--- src/rtl/pipe_hazard_ctrl.sv ---
// pipe_hazard_ctrl: stall/flush sequencer for the 5-stage pipeline.
// Resolves data-memory waits, taken-branch flushes and load-use hazards,
// in that priority order, and drives the advance/flush/bubble controls of
// the PC and the IF/ID, ID/EX, EX/MEM and MEM/WB registers. A watchdog sets
// a sticky error when a memory access stays outstanding for MEM_WAIT_MAX
// cycles in MEM_WAIT.
// Optional feature: define PIPE_PERF_CNT_EN to add saturating stall-cycle
// and branch-flush performance counters (StallCycles_Out, FlushCount_Out).
module pipe_hazard_ctrl #(
  parameter int unsigned MEM_WAIT_MAX = 16,  // legal range 2..255
  parameter int unsigned CNT_WIDTH    = 32
) (
  input  logic                 CLOCK,
  input  logic                 RESET,
  input  logic [4:0]           ID_Rs_In,
  input  logic [4:0]           ID_Rt_In,
  input  logic                 ID_UsesRt_In,
  input  logic                 EX_MemRead_In,
  input  logic [4:0]           EX_Rd_In,
  input  logic                 EX_BranchTaken_In,
  input  logic                 MEM_Req_In,
  input  logic                 MEM_Ready_In,
  output logic                 PC_WriteEN_Out,
  output logic                 IFID_WriteEN_Out,
  output logic                 IDEX_WriteEN_Out,
  output logic                 EXMEM_WriteEN_Out,
  output logic                 IFID_Flush_Out,
  output logic                 IDEX_Flush_Out,
  output logic                 MEMWB_Bubble_Out,
  output logic [1:0]           State_Out,
  output logic                 Error_Out
`ifdef PIPE_PERF_CNT_EN
  ,
  output logic [CNT_WIDTH-1:0] StallCycles_Out,
  output logic [CNT_WIDTH-1:0] FlushCount_Out
`endif
);

  typedef enum logic [1:0] {
    ST_RUN        = 2'd0,
    ST_LOAD_STALL = 2'd1,
    ST_MEM_WAIT   = 2'd2
  } state_e;

  // Wide enough to hold MEM_WAIT_MAX itself (saturation value).
  localparam int unsigned WAIT_W = $clog2(MEM_WAIT_MAX + 1);
  localparam logic [WAIT_W-1:0] WAIT_MAX = WAIT_W'(MEM_WAIT_MAX);
  localparam logic [WAIT_W-1:0] WAIT_ONE = WAIT_W'(1);

  state_e            state;
  logic [WAIT_W-1:0] wait_cnt;
  logic              err;

  logic mem_blocked;
  logic rs_match;
  logic rt_match;
  logic hazard;
  logic branch_flush;
  logic load_stall;

  // Event decode. Once in MEM_WAIT the access is known to be outstanding,
  // so only MEM_Ready_In matters there; elsewhere a stall needs a request.
  always_comb begin
    mem_blocked  = (state == ST_MEM_WAIT) ? !MEM_Ready_In
                                          : (MEM_Req_In && !MEM_Ready_In);
    rs_match     = (EX_Rd_In == ID_Rs_In);
    rt_match     = ID_UsesRt_In && (EX_Rd_In == ID_Rt_In);
    // Register 0 is hard-wired, so a load targeting it never conflicts.
    // The cycle right after a load-use stall must not re-detect the same
    // pair, otherwise the bubble would be inserted twice.
    hazard       = EX_MemRead_In && (EX_Rd_In != 5'd0) && (rs_match || rt_match)
                   && (state != ST_LOAD_STALL);
    branch_flush = !mem_blocked && EX_BranchTaken_In;
    load_stall   = !mem_blocked && !EX_BranchTaken_In && hazard;
  end

  // Pipeline register controls, prioritised memory > branch > load-use.
  always_comb begin
    // NOTE: every output gets a default first so no path leaves one
    // unassigned, which would otherwise infer a latch.
    PC_WriteEN_Out    = 1'b1;
    IFID_WriteEN_Out  = 1'b1;
    IDEX_WriteEN_Out  = 1'b1;
    EXMEM_WriteEN_Out = 1'b1;
    IFID_Flush_Out    = 1'b0;
    IDEX_Flush_Out    = 1'b0;
    MEMWB_Bubble_Out  = 1'b0;
    if (RESET) begin
      // Keep clocking NOPs into every stage while reset is held.
      IFID_Flush_Out   = 1'b1;
      IDEX_Flush_Out   = 1'b1;
      MEMWB_Bubble_Out = 1'b1;
    end else if (mem_blocked) begin
      // Freeze everything; MEM/WB gets a bubble so the stalled access
      // does not write back repeatedly.
      PC_WriteEN_Out    = 1'b0;
      IFID_WriteEN_Out  = 1'b0;
      IDEX_WriteEN_Out  = 1'b0;
      EXMEM_WriteEN_Out = 1'b0;
      MEMWB_Bubble_Out  = 1'b1;
    end else if (branch_flush) begin
      // PC still advances so the branch target is loaded; the two
      // wrong-path instructions behind the branch are squashed.
      IFID_Flush_Out = 1'b1;
      IDEX_Flush_Out = 1'b1;
    end else if (load_stall) begin
      // Hold the consumer in ID and send a NOP down to EX for one cycle.
      PC_WriteEN_Out   = 1'b0;
      IFID_WriteEN_Out = 1'b0;
      IDEX_Flush_Out   = 1'b1;
    end
  end

  // Status outputs read as reset values while RESET is asserted, even
  // before the synchronous reset has taken effect on the registers.
  always_comb begin
    State_Out = RESET ? ST_RUN : state;
    Error_Out = !RESET && err;
  end

  // Sequencer state, memory-wait watchdog and sticky timeout flag.
  always_ff @(posedge CLOCK) begin
    // NOTE: reset is synchronous here, so it lives inside the clocked
    // block and the sensitivity list carries only the clock edge.
    if (RESET) begin
      // NOTE: state registers use non-blocking assignments so every
      // register samples pre-edge values regardless of statement order.
      state    <= ST_RUN;
      wait_cnt <= '0;
      err      <= 1'b0;
    end else if (mem_blocked) begin
      state <= ST_MEM_WAIT;
      if (state == ST_MEM_WAIT) begin
        if (wait_cnt != WAIT_MAX) begin
          wait_cnt <= wait_cnt + WAIT_ONE;
        end
        // Counter reaches WAIT_MAX on this edge (or already sits there).
        if (wait_cnt >= WAIT_MAX - WAIT_ONE) begin
          err <= 1'b1;
        end
      end else begin
        wait_cnt <= '0;
      end
    end else if (load_stall) begin
      state <= ST_LOAD_STALL;
    end else begin
      state <= ST_RUN;
    end
  end

`ifdef PIPE_PERF_CNT_EN
  localparam logic [CNT_WIDTH-1:0] CNT_ONE = CNT_WIDTH'(1);

  logic [CNT_WIDTH-1:0] stall_cnt;
  logic [CNT_WIDTH-1:0] flush_cnt;

  // Saturating counters of frozen-PC cycles and of branch flushes.
  always_ff @(posedge CLOCK) begin
    if (RESET) begin
      stall_cnt <= '0;
      flush_cnt <= '0;
    end else begin
      if (!PC_WriteEN_Out && (stall_cnt != '1)) begin
        stall_cnt <= stall_cnt + CNT_ONE;
      end
      if (branch_flush && (flush_cnt != '1)) begin
        flush_cnt <= flush_cnt + CNT_ONE;
      end
    end
  end

  // Counters read as zero while reset is held.
  always_comb begin
    StallCycles_Out = RESET ? '0 : stall_cnt;
    FlushCount_Out  = RESET ? '0 : flush_cnt;
  end
`endif

endmodule
--- config.mk ---
export PLATFORM = sky130hd
export DESIGN_NAME = pipe_hazard_ctrl
export DESIGN_NICKNAME = d
export VERILOG_FILES = /design/src/rtl/pipe_hazard_ctrl.sv
export SDC_FILE = /design/constraint.sdc
export NUM_CORES = 1
export LEC_CHECK = 0
export ABC_AREA = 1
export CAP_MARGIN = 20
export CORE_MARGIN = 2
export CORE_UTILIZATION = 41
export CTS_CLUSTER_DIAMETER = 50
export DETAILED_ROUTE_END_ITERATION = 8
export PLACE_DENSITY = 0.88
export SLEW_MARGIN = 0
export SYNTH_ARGS = -nofsm -noshare
export SYNTH_HDL_FRONTEND = slang
export SYNTH_SLANG_ARGS = --single-unit
--- constraint.sdc ---
create_clock -name CLOCK -period 1.73 [get_ports CLOCK]
set_clock_uncertainty 0.2 [all_clocks]
set_input_delay 0.346 -clock CLOCK [delete_from_list [all_inputs] [get_ports CLOCK]]
set_output_delay 0.346 -clock CLOCK [all_outputs]
set_load 0.01 [all_outputs]
==> key figures <==
Run status
  • Status: finished with violations
  • Failing checks: negative setup slack

Routing
  • Average via count per standard cell: between 4 and 5
  • Overall via count from detail_route: 917
  • Number of routed nets with antenna violations: 0
  • Post-route DRC: 0
  • Average wire length per cell after detail routing: between 10 and 15 um
  • Detailed-route wire length: approximately 2200 um
  • Initial DRC Count: 18
  • First drt pass iteration count: 4

Global routing
  • Via count of the first global-routing pass: around 870
  • Total congestion overflow: 0
  • Antenna violations before repair: 0
  • Maximum number of pins on one net before global-route repair: 10
  • Wire length of the first global-routing pass: 3546 um
  • Global-route usage over all layers: 23.03%

CTS
  • Reg clk slew, reported paths: ~0.05 ns
  • Root buffer cell: sky130_fd_sc_hd__clkbuf_4
  • Clk sink count: 8
  • TritonCTS Buffers: 3
  • Clk_lat worst skew: ~0.26 ns
  • Hold-fix buffers, CTS: 0
  • Maximum count of clock buffers along a single path: 2
  • TritonCTS clock tree: done
  • Number of H-tree levels: 1

Synth
  • XOR/XNOR Fraction of Synth Area: 1.213%
  • Avg Cell Area, Syn: around 5.6 um^2
  • Yosys cell types: 21
  • Adder-Cell Fraction of Synth Area: under 10%
  • Post-synthesis sequential area ratio: between 20% and 30%
  • Main combinational cell family by area after synthesis: simple AND/OR/NAND/NOR gates
  • Area fraction in compound gates after synthesis: a little over a tenth
  • Netlist area before placement: 721.9 um^2
  • Number of storage elements in the synthesis netlist: 8
  • Post-Synth Simple-Gate Area: around 44%
  • Number of instances in the synthesized netlist: ~130
  • Post-synthesis net count: ~150
  • Multiplexer area fraction after synthesis: 0%
  • Warnings, synthesis: 0

Worst setup path
  • Arrival time worst endpoint: approximately 1.4 ns
  • Crit path kind: register to primary output
  • Kind of launch point of the worst setup path: register
  • Endpoint type of the worst setup path: primary output
  • CP max FO: 3
  • Required @ worst endpoint: around 1.2 ns

Timing
  • Relative slew margins: between 80% and 90%
  • Max Clock Freq: between 500 and 600 MHz
  • Setup repair after global routing missed its margin: yes
  • Slew @ Worst Pin: about 0.20 ns
  • Final critical-path share of the clock period: 109.7%
  • Shortest period the worst path allows: around 1.9 ns
  • Worst Slack Setup Final: -0.1672 ns
  • Final Hold Fails: 0
  • Count of pins over their slew limit: 0
  • Setup-violating endpoint count in the final report: 7

Floorplan
  • Count of standard-cell rows: 15
  • Floorplan die width: roughly 46 um
  • Starting utilization of the core area: 42.74%
  • Area of the core: between 1500 and 2000 um^2
  • Number of top-level pins: 32
  • Overall die area: 2112 um^2
  • Vertical die dimension: ~46 um

Pwr
  • Leakage Power: between 0.6 and 0.7 nW
  • Part of the power in combinational logic: approximately a third
  • Power share of the sequential group: 38.0%
  • Sw frac: about a third
  • Sw power: ~0.00016 W
  • IR drop worst, VDD: 326.0 uV
  • Power density relative to cell area: 453.9 nW/um^2
  • Share of total power in the clock network: 28.2%
  • Internal Pwr Total: around 0.00035 W

Layout
  • Share of layout cells above drive strength 1: 32.18%
  • ANT cells: 0
  • Final core utilization: between 60% and 70%
  • Count of fill cells added during filler insertion: roughly 140
  • Layout overhead on the synthesized area: 56.67%
  • Post-layout net count: ~200
  • Final cell count without fillers: ~190

Place
  • Detail Placement HPWL: approximately 1600 um
  • Number of placed instances with taps included: 184
  • Final GP Congestion: between 0.8 and 0.9
  • Port-buffer cells: 31

Min path
  • Hold Crit Class: input port to register

Run
  • Maximum capacitance violations: 0
[kinds of logic (layout without fill, tap and decap cells)]
logic type,count (synthesis),after routing
compound gates,11,11
fa+ha+maj,3,3
buf+inv,31,77
simple gates,74,74
xor+xnor,1,1
flops,8,8
[critical path, stage by stage, from the launching register on]
cell and delay [ns]:
sky130_fd_sc_hd__dfxtp_2 0.33, sky130_fd_sc_hd__inv_2 0.08, sky130_fd_sc_hd__nand2_4 0.06, sky130_fd_sc_hd__a21oi_4 0.14
sky130_fd_sc_hd__inv_2 0.06, sky130_fd_sc_hd__nand2_2 0.06, sky130_fd_sc_hd__nor2_2 0.04, sky130_fd_sc_hd__nand2_2 0.09
sky130_fd_sc_hd__nand2_1 0.05, sky130_fd_sc_hd__nand2_1 0.07, sky130_fd_sc_hd__buf_2 0.13
[power by group through the flow]
| stage | Combinational [W] | Sequential, W | Clock [W] |
|---|---|---|---|
| floorplan | 0.0000817 | 0.000197 | 0 |
| global placement | 0.000178 | 0.000197 | 0 |
| detailed placement | 0.000184 | 0.000198 | 0 |
| CTS | 0.000167 | 0.000195 | 0.000143 |
| global route | 0.000193 | 0.000195 | 0.000156 |
| finish | 0.000174 | 0.000195 | 0.000145 |
[metal layers]
layer  vias up  share of wire [%]  global-route usage [%]
li1        478                  -                       -
met1       416                 43                   28.30
met2        23                 53                   40.56
met3         0                4.0                   6.349
met4         0                  0                   2.857
met5         -                  0                       0
[layout make-up]
class / instances / area, um^2 / share of cell area, %
sequential: 8 / 162.7 / 14.38
inverter: 28 / 105.1 / 9.292
multi-input combinational: 89 / 471.7 / 41.70
timing repair buffer: 46 / 347.8 / 30.75
tap: 17 / 21.27 / 1.881
clock buffer: 3 / 22.52 / 1.991
[registers in the layout, summed over array words and instances (netlist names)]
name and flops:
state 2, err 1, wait_cnt 5
[stage by stage]
| stage | cell area (um^2) | setup slack, ns | total power [W] | TNS (ns) | hold WS, ns |
|---|---|---|---|---|---|
| floorplan | 721.9 | 0.02502 | 0.0002785 | 0 | 0.2588 |
| global placement | 1117 | -0.7902 | 0.0003756 | -6.202 | 0.2674 |
| detailed placement | 1117 | -0.8205 | 0.0003815 | -6.637 | 0.2685 |
| CTS | 1131 | -0.1512 | 0.0005040 | -0.8616 | 0.2613 |
| global route | 1131 | -0.2257 | 0.0005437 | -1.430 | 0.2700 |
| finish | 1131 | -0.1672 | 0.0005135 | -0.9622 | 0.2663 |
[cell usage after synthesis]
library cell	number	area, um^2
sky130_fd_sc_hd__clkbuf_1	1	3.750
sky130_fd_sc_hd__a21oi_1	5	25.02
sky130_fd_sc_hd__nand2_1	40	150.1
sky130_fd_sc_hd__buf_4	2	15.01
sky130_fd_sc_hd__inv_1	25	93.84
sky130_fd_sc_hd__xnor2_1	1	8.760
sky130_fd_sc_hd__inv_2	3	11.26
sky130_fd_sc_hd__o22ai_1	1	6.260
sky130_fd_sc_hd__ha_1	3	37.54
sky130_fd_sc_hd__nand2_2	1	6.260
sky130_fd_sc_hd__dfxtp_1	8	160.2
sky130_fd_sc_hd__nor2_4	1	11.26
sky130_fd_sc_hd__a21oi_4	1	16.27
sky130_fd_sc_hd__o21bai_2	1	11.26
sky130_fd_sc_hd__nand4_2	1	12.51
sky130_fd_sc_hd__nand2_4	1	11.26
sky130_fd_sc_hd__o21ai_2	1	8.760
sky130_fd_sc_hd__nor3_1	2	10.01
sky130_fd_sc_hd__nor2_1	22	82.58
sky130_fd_sc_hd__nand3_1	6	30.03
sky130_fd_sc_hd__o21ai_0	2	10.01
[worst paths after layout]
kind | end | slack, ns | startpoint | cells after the start
worst max-delay path | PC_WriteEN_Out | -0.17 | state[0] | 10
worst min-delay path | state[1] | 0.27 | RESET | 2
worst max register to register | wait_cnt[4] | 0.15 | wait_cnt[1] | 7
worst min register to register | err | 0.28 | err | 2
[cells in the final DEF, fill, tap and decap left out]
cell type / Yosys / routed
sky130_fd_sc_hd__clkbuf_2: 0 / 5
sky130_fd_sc_hd__xnor2_2: 0 / 1
sky130_fd_sc_hd__o21ai_0: 2 / 2
sky130_fd_sc_hd__nand3_1: 6 / 6
sky130_fd_sc_hd__clkdlybuf4s15_1: 0 / 5
sky130_fd_sc_hd__buf_6: 0 / 1
sky130_fd_sc_hd__nor2_1: 22 / 18
sky130_fd_sc_hd__dfxtp_1: 8 / 6
sky130_fd_sc_hd__o21ai_2: 1 / 1
sky130_fd_sc_hd__clkbuf_4: 0 / 3
sky130_fd_sc_hd__a21oi_4: 1 / 1
sky130_fd_sc_hd__nand4_2: 1 / 1
sky130_fd_sc_hd__buf_4: 2 / 14
sky130_fd_sc_hd__ha_1: 3 / 3
sky130_fd_sc_hd__a21oi_1: 5 / 4
sky130_fd_sc_hd__nor3_1: 2 / 2
sky130_fd_sc_hd__o22ai_1: 1 / 1
sky130_fd_sc_hd__inv_2: 3 / 6
sky130_fd_sc_hd__nand2_2: 1 / 3
sky130_fd_sc_hd__nor2_4: 1 / 1
sky130_fd_sc_hd__o21bai_2: 1 / 1
sky130_fd_sc_hd__a21oi_2: 0 / 1
sky130_fd_sc_hd__dfxtp_2: 0 / 2
sky130_fd_sc_hd__nand2_1: 40 / 37
sky130_fd_sc_hd__nand2_4: 1 / 2
sky130_fd_sc_hd__dlygate4sd2_1: 0 / 12
sky130_fd_sc_hd__clkdlybuf4s15_2: 0 / 1
sky130_fd_sc_hd__nor2_2: 0 / 4
sky130_fd_sc_hd__inv_1: 25 / 22
sky130_fd_sc_hd__buf_2: 0 / 8
[what timing repair did]
| item | 4_1_cts | 5_1_grt |
|---|---|---|
| pin swaps | 14 | 9 |
| gates resized for setup | 69 | 19 |
| buffers inserted | 3 | 1 |
| endpoints found under the setup margin | 10 | 10 |
| cloned | 0 | 0 |
Note: power is estimated with default switching activity, not from simulation.
